`config.mk`:
```
export PLATFORM = sky130hd
export DESIGN_NAME = rf_writeback_arbiter
export DESIGN_NICKNAME = d
export VERILOG_FILES = /design/src/rtl/rf_writeback_arbiter.sv
export SDC_FILE = /design/constraint.sdc
export NUM_CORES = 1
export LEC_CHECK = 0
export BUFFER_PORTS_ARGS = -buffer_cell sky130_fd_sc_hd__clkbuf_2
export CAP_MARGIN = 0
export CELL_PAD_IN_SITES_DETAIL_PLACEMENT = 1
export CELL_PAD_IN_SITES_GLOBAL_PLACEMENT = 1
export CORE_ASPECT_RATIO = 0.75
export CORE_UTILIZATION = 25
export DETAILED_ROUTE_END_ITERATION = 8
export GPL_TIMING_DRIVEN = 0
export PLACE_DENSITY_LB_ADDON = 0.2
export SLEW_MARGIN = 20
export SYNTH_ARGS = -nofsm -noshare
export SYNTH_HDL_FRONTEND = slang
export SYNTH_SLANG_ARGS = --single-unit
```
`constraint.sdc`:
```
create_clock -name clk -period 6.4 [get_ports clk]
set_clock_uncertainty 0.1 [all_clocks]
set_input_delay 0.64 -clock clk [delete_from_list [all_inputs] [get_ports clk]]
set_output_delay 0.64 -clock clk [all_outputs]
set_load 0.02 [all_outputs]
```
`src/rtl/rf_writeback_arbiter.sv`:
```
// rf_writeback_arbiter: round-robin share of the register-file write port among NUM_SRC sources.
// Optional RF_WB_BYPASS_EN adds two read-address bypass compares against the landing write.
module rf_writeback_arbiter #(
    parameter int NUM_SRC = 3,
    parameter int DATA_W  = 32,
    parameter int ADDR_W  = 5
) (
    input  logic                      clk,
    input  logic                      rst,
    input  logic [NUM_SRC-1:0]        src_valid,
    output logic [NUM_SRC-1:0]        src_ready,
    input  logic [NUM_SRC*ADDR_W-1:0] src_addr,
    input  logic [NUM_SRC*DATA_W-1:0] src_data,
    output logic                      rf_we,
    output logic [ADDR_W-1:0]         rf_waddr,
    output logic [DATA_W-1:0]         rf_wdata,
    output logic                      busy
`ifdef RF_WB_BYPASS_EN
    ,
    input  logic [ADDR_W-1:0]         byp_raddr1,
    input  logic [ADDR_W-1:0]         byp_raddr2,
    output logic [1:0]                byp_hit,
    output logic [2*DATA_W-1:0]       byp_data
`endif
);
    localparam int PTR_W = NUM_SRC > 1 ? $clog2(NUM_SRC) : 1;
    logic [PTR_W-1:0]  ptr_q, ptr_d, gnt_idx;
    logic [PTR_W:0]    cand;
    logic              found, xfer;
    logic [ADDR_W-1:0] sel_addr, rf_waddr_q, rf_waddr_d;
    logic [DATA_W-1:0] sel_data, rf_wdata_q, rf_wdata_d;
    logic              rf_we_q, rf_we_d;

    always_comb begin
        gnt_idx = '0;
        found = 1'b0;
        cand = '0;
        // Walk from the farthest candidate back to ptr so the nearest valid source wins.
        for (int k = NUM_SRC - 1; k >= 0; k--) begin
            cand = {1'b0, ptr_q} + (PTR_W+1)'(k);
            cand = (cand >= (PTR_W+1)'(NUM_SRC)) ? cand - (PTR_W+1)'(NUM_SRC) : cand;
            if (src_valid[cand[PTR_W-1:0]]) begin
                gnt_idx = cand[PTR_W-1:0];
                found = 1'b1;
            end
        end
        sel_addr = '0;
        sel_data = '0;
        for (int i = 0; i < NUM_SRC; i++) begin
            if (gnt_idx == PTR_W'(i)) begin
                sel_addr = src_addr[i*ADDR_W +: ADDR_W];
                sel_data = src_data[i*DATA_W +: DATA_W];
            end
        end
        xfer = found & ~rst;
        src_ready = '0;
        src_ready[gnt_idx] = xfer;
        ptr_d = !xfer ? ptr_q : (gnt_idx == PTR_W'(NUM_SRC - 1)) ? '0 : gnt_idx + 1'b1;
        rf_we_d = xfer && (sel_addr != '0);
        rf_waddr_d = rf_we_d ? sel_addr : rf_waddr_q;
        rf_wdata_d = rf_we_d ? sel_data : rf_wdata_q;
    end

    always_ff @(posedge clk) begin
        if (rst) begin
            ptr_q      <= '0;
            rf_we_q    <= 1'b0;
            rf_waddr_q <= '0;
            rf_wdata_q <= '0;
        end else begin
            ptr_q      <= ptr_d;
            rf_we_q    <= rf_we_d;
            rf_waddr_q <= rf_waddr_d;
            rf_wdata_q <= rf_wdata_d;
        end
    end

    // A write still pending when reset arrives must not reach the register file.
    assign rf_we    = rf_we_q & ~rst;
    assign rf_waddr = rf_waddr_q;
    assign rf_wdata = rf_wdata_q;
    assign busy     = |src_valid;

`ifdef RF_WB_BYPASS_EN
    assign byp_hit[0] = rf_we && (rf_waddr_q == byp_raddr1) && (byp_raddr1 != '0);
    assign byp_hit[1] = rf_we && (rf_waddr_q == byp_raddr2) && (byp_raddr2 != '0);
    assign byp_data   = {byp_hit[1] ? rf_wdata_q : {DATA_W{1'b0}},
                         byp_hit[0] ? rf_wdata_q : {DATA_W{1'b0}}};
`endif
endmodule

```
==> results.toml, run 1 <==
[power_and_ir_drop]
combPwrFrac_pct = 63.7
p_sw_mw = 0.996
p_seq_share_pct = 23.0
power_density_mw_per_mm2 = 486
p_int_mw = 0.961
clkPwrFrac_pct = 13.3
swShare_pct = 50.9
ir_worst_vdd_mv = 0.174
leakage_nw = 1.91

[routing]
antenna_left = 0
route.detailed.drc = 0
drt_first_pass_iters = 4
first_iter_violations = 178
viasPerCell = 5.18
drt_wl_total_um = 12200
num_vias = 3575
wire_per_inst_um = 17.6

[timing]
max-slew-margin-rel_pct = 40.7
min_period_over_period_pct = 60.6
fin_tns_setup_ns = 0
fmax_mhz = 258
fin_ws_ns = 2.52
setup_viol = 0
rsz0062_at_grt = "false"
finalCriticalPeriod_ns = 3.88
hold_violations = 0
tightest_slew_ns = 0.887
drv_slew = 0

[placed_design]
gp_congestion = 0.811
port_buffers = 155
dpl_cell_area_mm2 = 0.00388
preCtsSetupSlack_ns = 2.55
dp.final_hpwl_um = 9680

[clock_tree]
htree_levels = 2
clkTransAtPathRegs_ns = 0.07
cts_setup_buffers = 0
postCtsHoldBufs = 0
clk_path_buf_depth = 2
cts_sinks = 40
cts_resized = 0
clk_latency_ns = 0.27
cts_made_buffers = 5
tritoncts = "done"
cts_root_buf = "clkbuf_16"

[floorplan]
num_io_pins = 158
start_util_pct = 26.3
row_count = 33
die_w_um = 127
die_area_mm2 = 0.0122
die_h_um = 95.8
core_area_mm2 = 0.0111

[synthesis]
synth_top_area_cell = "dfxtp_1"
synth_top_area_share_pct = 27.3
synth_edf_count = 0
synth_area_per_cell_um2 = 7.57
syn_nets = 506
ys.warnings.count = 0
synth_area_mm2 = 0.00293
synth_top_cells_by_area = "dfxtp_1, nand2_1, nor2_1, a41oi_1, o211ai_1"
synthArstFlopShare_pct = 0
synthFlopType = "dfxtp_1"
ys_seq_area_share_pct = 27.3
syn-instance-count = 387
synth_seq_cells = 40
synth_cell_types = 47

[global_route]
use_met2_pct = 32.1
grt.overflow.total = 0
antenna_found_initial = 0
grt_util_all_layers_pct = 20.1
grt_pass1_wl_um = 18900
grt_pass1_vias = 3559
met3_usage_pct = 3.95
gr-usage-met1_pct = 28.0
grt_max_degree = 13
top_usage_layer = "met2"

[layout]
area_growth_pct = 37.6
num_antenna_cells = 0
layout.nets = 668
layout-drive-gt1-share_pct = 34.7
fillers = 1428
design_area_mm2 = 0.00403

[critical_path]
crit_fanout = 10
required_ns = 6.52
crit_arrival_ns = 3.99
path_class = "reg2reg"
cp-end-kind = "flip-flop"
cp-start-kind = "flip-flop"

[status]
outcome = "complete, no violations"

[job]
maxCapViolations = 0

[min_path]
hp-class = "reg2reg"
## metrics by stage
| stage | total power [mW] | utilization [%] | cells | hold slack (ns) |
|---|---|---|---|---|
| finish | 1.96 | 36.2 | 690 | 0.358 |
| global route | 2.11 | 36.2 | 690 | 0.368 |
| global placement | 1.67 | 34.8 | 682 | 0.346 |
| detailed placement | 1.71 | 34.8 | 682 | 0.344 |
| floorplan | 1.29 | - | 387 | 0.383 |
| CTS | 1.98 | 36.2 | 690 | 0.357 |
## routing by layer
metal  routed length, um  vias up
li1                    -     1762
met1                5890     1678
met2                5250      125
met3                 847       10
met4                 162        0
met5                   0        -
## worst max-delay path, stage by stage, from the launching register on
cell and delay (ns):
dfxtp_1 0.36, inv_1 0.07, ha_1 0.29, buf_4 0.17, and4b_1 0.19, or3_4 0.37
and3_1 0.21, buf_2 0.20, mux2i_1 0.18, o21ai_2 0.37, clkbuf_1 0.47, buf_1 0.54
a22oi_1 0.19, nand3_1 0.12
## flip-flops by register name (all words and copies together) (netlist names)
signal	count
rf_wdata	32
rf_waddr	5
ptr_q	2
rf_we_q	1
## layout by cell type (no fill, tap or decap), types with 2 or more instances in the layout
master       n
clkbuf_2   156
nand2_1     71
nor2_1      42
dfxtp_1     40
clkbuf_1    24
and3_1      18
a31oi_1     17
o211ai_1    17
a41oi_1     17
a22oi_1     15
inv_1       14
nand3_1     11
o2111a_1    10
nor2b_1      9
buf_2        8
a21oi_1      6
a211oi_2     6
o22ai_1      5
nor3_1       5
clkbuf_16    5
mux2i_1      4
a21o_1       4
a311oi_1     4
a211oi_1     4
buf_6        3
buf_4        3
o221ai_4     3
ha_1         3
o21ai_0      2
a2111o_1     2
o21a_1       2
## path summary, 6_finish.rpt
check	startpoint	cells after the start	endpoint	slack, ns
max	ptr_q[0]$_SDFFE_PP0P_	13	rf_wdata[19]$_SDFFE_PP0P_	2.52
min	rf_wdata[5]$_SDFFE_PP0P_	2	rf_wdata[5]$_SDFFE_PP0P_	0.36
max reg2reg	ptr_q[0]$_SDFFE_PP0P_	13	rf_wdata[19]$_SDFFE_PP0P_	2.52
min reg2reg	rf_wdata[5]$_SDFFE_PP0P_	2	rf_wdata[5]$_SDFFE_PP0P_	0.36
## synthesized netlist by cell type, types with 3 or more instances
| cell type | count |
|---|---|
| clkbuf_1 | 23 |
| nor2_1 | 42 |
| ha_1 | 3 |
| a22oi_1 | 15 |
| nand3_1 | 11 |
| a21oi_1 | 6 |
| a311oi_1 | 4 |
| buf_4 | 3 |
| mux2i_1 | 4 |
| o2111a_1 | 10 |
| a21o_1 | 4 |
| buf_6 | 3 |
| nor2b_1 | 9 |
| a31oi_1 | 17 |
| o221ai_4 | 3 |
| nor3_1 | 5 |
| o22ai_1 | 5 |
| inv_1 | 14 |
| buf_2 | 8 |
| a211oi_1 | 4 |
| nand2_1 | 71 |
| a41oi_1 | 17 |
| and3_1 | 18 |
| a211oi_2 | 6 |
| o211ai_1 | 17 |
| dfxtp_1 | 40 |
## layout make-up
type	instances	area [um^2]	area share [%]
Clock buffer	7	143	3.54
Tap cell	140	175	4.34
Buffer	39	191	4.75
Sequential cell	40	801	19.9
Inverter	15	56.3	1.40
Multi-Input combinational cell	293	1880	46.7
Clock inverter	1	7.51	0.186
Timing Repair Buffer	155	776	19.2
## kinds of logic after synthesis
group                      Yosys count  synth area share [%]
buffers and inverters               54                  8.45
adders and majority gates            3                  1.28
and+or+nand+nor                    162                  25.2
muxes                                4                  1.37
AOI/OAI and AO/OA                  124                  36.3
DFF                                 40                  27.3
## power groups by stage
stage / Combinational (mW) / Sequential [mW] / Clock (mW)
after floorplan: 0.713 / 0.576 / 0
after global routing: 1.37 / 0.468 / 0.278
final: 1.25 / 0.450 / 0.260
after detailed placement: 1.25 / 0.456 / 0
after global placement: 1.22 / 0.451 / 0
after CTS: 1.26 / 0.451 / 0.266
(Power assumes the default switching activity.)
==> run 2: changes to the inputs <==
==> constraint.sdc (replaced) <==
create_clock -name clk -period 3.55 [get_ports clk]
set_clock_uncertainty 0.1 [all_clocks]
set_input_delay 0.355 -clock clk [delete_from_list [all_inputs] [get_ports clk]]
set_output_delay 0.355 -clock clk [all_outputs]
set_load 0.02 [all_outputs]
==> run 2 against run 1 <==
Compared with the run above: sequential share of layout area fell by 0.11 points; hold slack got worse by 0.0059 ns; first-iteration DRC count down 7.3%; via count rose by 0.73%; fmax up 14%; global-route usage is essentially flat; utilization grew 0.20 points; non-clock buffer count stayed put; routed wire length grew 0.53%; clock power up 80%; highest routed layer unchanged; total power up 81%.
==> results.toml, run 2 (synthesis results as in run 1) <==
[timing]
fin_ws_ns = 0.157
hold_violations = 0
min_period_over_period_pct = 95.6
max-slew-margin-rel_pct = 55.0
fmax_mhz = 295
fin_tns_setup_ns = 0
finalCriticalPeriod_ns = 3.39
drv_slew = 0
tightest_slew_ns = 0.667
setup_viol = 0

[critical_path]
cp-end-kind = "flip-flop"
required_ns = 3.67
crit_arrival_ns = 3.51
path_cells = "inv_1 > ha_1 > buf_4 > nor4b_1 > o21ai_0 > nand2_1 > o21ai_4 > buf_2 > buf_2 > a22oi_1 > nand3_1"
cp-start-kind = "flip-flop"
critPathMostFrequentCell = "buf_2"
path_class = "reg2reg"
cp_slowest_stage_delay_ns = 0.55
crit_fanout = 10
slowest_stage = "o21ai_0"

[floorplan]
num_io_pins = 158
die_area_mm2 = 0.0122
die_w_um = 127
row_count = 33
die_h_um = 95.8
start_util_pct = 26.3
core_area_mm2 = 0.0111

[power_and_ir_drop]
clkPwrFrac_pct = 13.2
p_seq_share_pct = 22.8
ir_worst_vdd_mv = 0.317
power_density_mw_per_mm2 = 875
leakage_nw = 1.93
power.total_mw = 3.55
p_int_mw = 1.75
p_sw_mw = 1.80
swShare_pct = 50.8
combPwrFrac_pct = 64.0

[clock_tree]
cts_resized = 2
clk_path_buf_depth = 2
cts_root_buf = "clkbuf_16"
htree_levels = 2
cts_setup_buffers = 0
tritoncts = "done"
postCtsHoldBufs = 0
clk_latency_ns = 0.27
clkTransAtPathRegs_ns = 0.06
cts_made_buffers = 5
cts_sinks = 40

[global_route]
grt.overflow.total = 0
grt_max_degree = 13
grt_pass1_wl_um = 18900
antenna_found_initial = 0
grt_pass1_vias = 3557
grt_util_all_layers_pct = 20.1

[routing]
first_iter_violations = 165
drt_first_pass_iters = 4
antenna_left = 0
num_vias = 3601
viasPerCell = 5.22
route.detailed.drc = 0
wire_per_inst_um = 17.7
drt_wl_total_um = 12200

[placed_design]
dp.final_hpwl_um = 9680
gp_congestion = 0.811
port_buffers = 155
preCtsSetupSlack_ns = -0.300

[layout]
layout_commonest_cell = "clkbuf_2"
layout.nets = 668
fillers = 1428
area_growth_pct = 38.4
num_antenna_cells = 0
largest_reg_flops = 32
layout-drive-gt1-share_pct = 36.0
mostFrequentLayoutCells = "clkbuf_2, nand2_1, nor2_1"

[min_path]
hp-class = "in2reg"

[job]
maxCapViolations = 0

[status]
outcome = "complete, no violations"
[run 2: changes by cell type in the layout (fill, tap and decap cells not counted), sizes merged]
cell,change
buf,+1
clkbuf,-1
[run 2: per-stage QoR]
step,instances,hold slack [ns],utilization (%),cell area [um^2]
after floorplan,387,0.383,-,2930
after detailed placement,682,0.344,34.8,3880
final,690,0.352,36.4,4060
after global placement,682,0.346,34.8,3880
after CTS,690,0.354,36.2,4040
after global routing,690,0.368,36.4,4060
[run 2: path summary, 6_finish.rpt]
path,slack (ns),start,cells after the start,endpoint
worst max-delay path,0.16,ptr_q[0]$_SDFFE_PP0P_,11,rf_wdata[19]$_SDFFE_PP0P_
worst min-delay path,0.35,src_data[55],5,rf_wdata[23]$_SDFFE_PP0P_
worst max register to register,0.16,ptr_q[0]$_SDFFE_PP0P_,11,rf_wdata[19]$_SDFFE_PP0P_
worst min register to register,0.36,rf_wdata[5]$_SDFFE_PP0P_,2,rf_wdata[5]$_SDFFE_PP0P_
[run 2: routing by layer]
metal / up-vias / share of wire (%) / GRT usage [%]
met3: 10 / 5.9 / 3.95
met5: - / 0 / 0
li1: 1765 / - / -
met4: 0 / 1.3 / 4.37
met1: 1707 / 50 / 27.9
met2: 119 / 43 / 32.1
[run 2: area by class of cell]
class / count / area (um^2) / share of cell area [%]
Clock inverter: 1 / 7.51 / 0.185
Buffer: 39 / 198 / 4.88
Sequential cell: 40 / 801 / 19.7
Tap cell: 140 / 175 / 4.32
Clock buffer: 7 / 143 / 3.52
Inverter: 15 / 56.3 / 1.39
Multi-Input combinational cell: 293 / 1900 / 46.8
Timing Repair Buffer: 155 / 776 / 19.1
[run 2: power by group through the flow]
| stage | sequential, mW | combinational (mW) | clock (mW) |
|---|---|---|---|
| 4_1_cts | 0.813 | 2.27 | 0.480 |
| 2_1_floorplan | 1.04 | 1.29 | 0 |
| 3_5_place_dp | 0.822 | 2.26 | 0 |
| 3_3_place_gp | 0.813 | 2.19 | 0 |
| 6_report | 0.811 | 2.27 | 0.467 |
| 5_1_grt | 0.844 | 2.49 | 0.500 |
[run 2: critical path: cells and delay by family, from the launching register on]
| family | cells | cell delay (ns) |
|---|---|---|
| simple gates | 3 | 0.65 |
| flops | 1 | 0.36 |
| buf+inv | 4 | 0.86 |
| fa+ha+maj | 1 | 0.29 |
| compound gates | 3 | 1.07 |
==> run 3: changes to the inputs <==
--- a/config.mk
+++ b/config.mk
@@ -10,10 +10,11 @@
 export CELL_PAD_IN_SITES_DETAIL_PLACEMENT = 1
 export CELL_PAD_IN_SITES_GLOBAL_PLACEMENT = 1
 export CORE_ASPECT_RATIO = 0.75
+export CORE_MARGIN = 1
 export CORE_UTILIZATION = 25
 export DETAILED_ROUTE_END_ITERATION = 8
 export GPL_TIMING_DRIVEN = 0
-export PLACE_DENSITY_LB_ADDON = 0.2
+export PLACE_DENSITY = 0.8
 export SLEW_MARGIN = 20
 export SYNTH_ARGS = -nofsm -noshare
 export SYNTH_HDL_FRONTEND = slang
==> run 3 against run 2 <==
Compared with the run above: sequential share of layout area shrank 0.19 points; total power grew 2.9%; largest cell class unchanged; critical path type is now reg2out; largest power group unchanged; die area is the same; combinational power is essentially flat.
==> results.toml, run 3 (synthesis results as in run 1) <==
[job]
maxCapViolations = 0

[timing]
min_period_over_period_pct = 96.2
setup_viol = 0
fin_ws_ns = 0.136
fin_tns_setup_ns = 0
tightest_slew_ns = 0.781
finalCriticalPeriod_ns = 3.41
hold_violations = 0
fmax_mhz = 293
drv_slew = 0
max-slew-margin-rel_pct = 47.8
rsz0062_at_grt = "false"

[critical_path]
cp-start-kind = "flip-flop"
r2r_setup_slack_ns = 0.17
r2r_cells = 13
r2r_start = "ptr_q[0]$_SDFFE_PP0P_"
path_cells = "inv_1 > ha_1 > buf_4 > nor2b_1 > a211o_1 > a2111o_1 > clkbuf_1 > nand2_1 > nor2_1 > clkbuf_2"
startpoint = "ptr_q[0]$_SDFFE_PP0P_"
slowest_stage = "a2111o_1"
required_ns = 3.09
timing.rr.end = "rf_wdata[6]$_SDFFE_PP0P_"
crit_family = "compound AO/OA/AOI/OAI gates"
crit_fanout = 10
path_buf_inv = 4
crit_arrival_ns = 2.96
path_class = "reg2out"
cp_slowest_stage_delay_ns = 0.42
cp-end-kind = "output pin"

[global_route]
grt_pass1_vias = 3773
grt_max_degree = 13
grt_util_all_layers_pct = 20.1
grt_pass1_wl_um = 19100
grt.overflow.total = 0
antenna_found_initial = 0

[routing]
wire_per_inst_um = 17.5
drt_first_pass_iters = 4
antenna_left = 0
first_iter_violations = 111
drt_wl_total_um = 12100
route.detailed.drc = 0
num_vias = 3620
viasPerCell = 5.22

[floorplan]
row_count = 33
core_area_mm2 = 0.0111
start_util_pct = 26.3
die_h_um = 95.8
die_area_mm2 = 0.0122
num_io_pins = 158
die_w_um = 127

[min_path]
worstHoldStart = "src_data[56]"
hp-class = "in2reg"
worstHoldPathCells = 5
hold_end = "rf_wdata[24]$_SDFFE_PP0P_"

[clock_tree]
htree_levels = 2
clk_path_buf_depth = 2
cts_root_buf = "clkbuf_16"
clk_latency_ns = 0.27
cts_made_buffers = 5
clkTransAtPathRegs_ns = 0.06
tritoncts = "done"
postCtsHoldBufs = 0
cts_sinks = 40

[layout]
fillers = 1435
layout.nets = 671
fin_util_pct = 36.7
mostFrequentLayoutCells = "clkbuf_2, nand2_1, nor2_1"
largest_reg_flops = 32
area_growth_pct = 39.8
layout_commonest_cell = "clkbuf_2"
layout-drive-gt1-share_pct = 36.2
num_antenna_cells = 0

[power_and_ir_drop]
power_density_mw_per_mm2 = 892
ir_worst_vdd_mv = 0.230
leakage_nw = 1.96
power.total_mw = 3.65

[placed_design]
preCtsSetupSlack_ns = -0.300
port_buffers = 155
dp.final_hpwl_um = 9730
gp_congestion = 0.790

[status]
outcome = "complete, no violations"
[run 3: cell types whose count changed in the layout (fill, tap and decap cells not counted), sizes merged]
cell / delta
buf: +3
clkinvlp: -1
bufinv: +1
[run 3: tightest hold or removal path, stage by stage]
cell and delay, ns:
clkbuf_2 0.08, nand2_1 0.04, a31oi_1 0.08, o211ai_1 0.08, nand2_1 0.05
[run 3: cell type report]
class                      count  area, um^2  area share, %
buffer                        39         198           4.83
clock buffer                   7         153           3.73
clock inverter                 1        30.0          0.733
inverter                      15        56.3           1.37
multi-input combinational    293        1880           46.0
sequential                    40         801           19.6
tap                          140         175           4.28
timing repair buffer         158         798           19.5
[run 3: repair_timing]
item,CTS,global route
endpoints found under the setup margin,20,21
gates resized for setup,3,8
buffers inserted,0,3
pin swaps,0,1
[run 3: how the worst max path moves through the flow]
stage,endpoint,slack [ns],depth (start not counted)
global placement,rf_wdata[6]$_SDFFE_PP0P_,-0.20,13
CTS,rf_wdata[18]$_SDFFE_PP0P_,0.04,10
detailed placement,rf_wdata[6]$_SDFFE_PP0P_,-0.30,11
global route,src_ready[2],0.01,10
floorplan,rf_wdata[16]$_SDFFE_PP0P_,0.49,13
finish,src_ready[2],0.14,10
[run 3: through the flow]
| stage | std cells | instance area (um^2) | hold WS (ns) |
|---|---|---|---|
| floorplan | 387 | 2930 | 0.383 |
| finish | 693 | 4100 | 0.354 |
| global placement | 682 | 3880 | 0.348 |
| global route | 693 | 4100 | 0.373 |
| CTS | 690 | 4070 | 0.351 |
| detailed placement | 682 | 3880 | 0.348 |
[run 3: per-layer routing]
| metal | vias to the layer above | global-route usage (%) | wire length [um] |
|---|---|---|---|
| met3 | 13 | 3.67 | 617 |
| li1 | 1775 | - | - |
| met2 | 121 | 36.1 | 5620 |
| met1 | 1711 | 25.2 | 5730 |
| met4 | 0 | 4.37 | 135 |
| met5 | - | 0 | 0 |
[run 3: power breakdown]
group	leakage [nW]	internal, mW	switching [mW]	total [mW]
logic	1.54	0.808	1.47	2.28
clock network	0.0901	0.370	0.183	0.553
registers	0.333	0.671	0.148	0.819
total	1.96	1.85	1.80	3.65
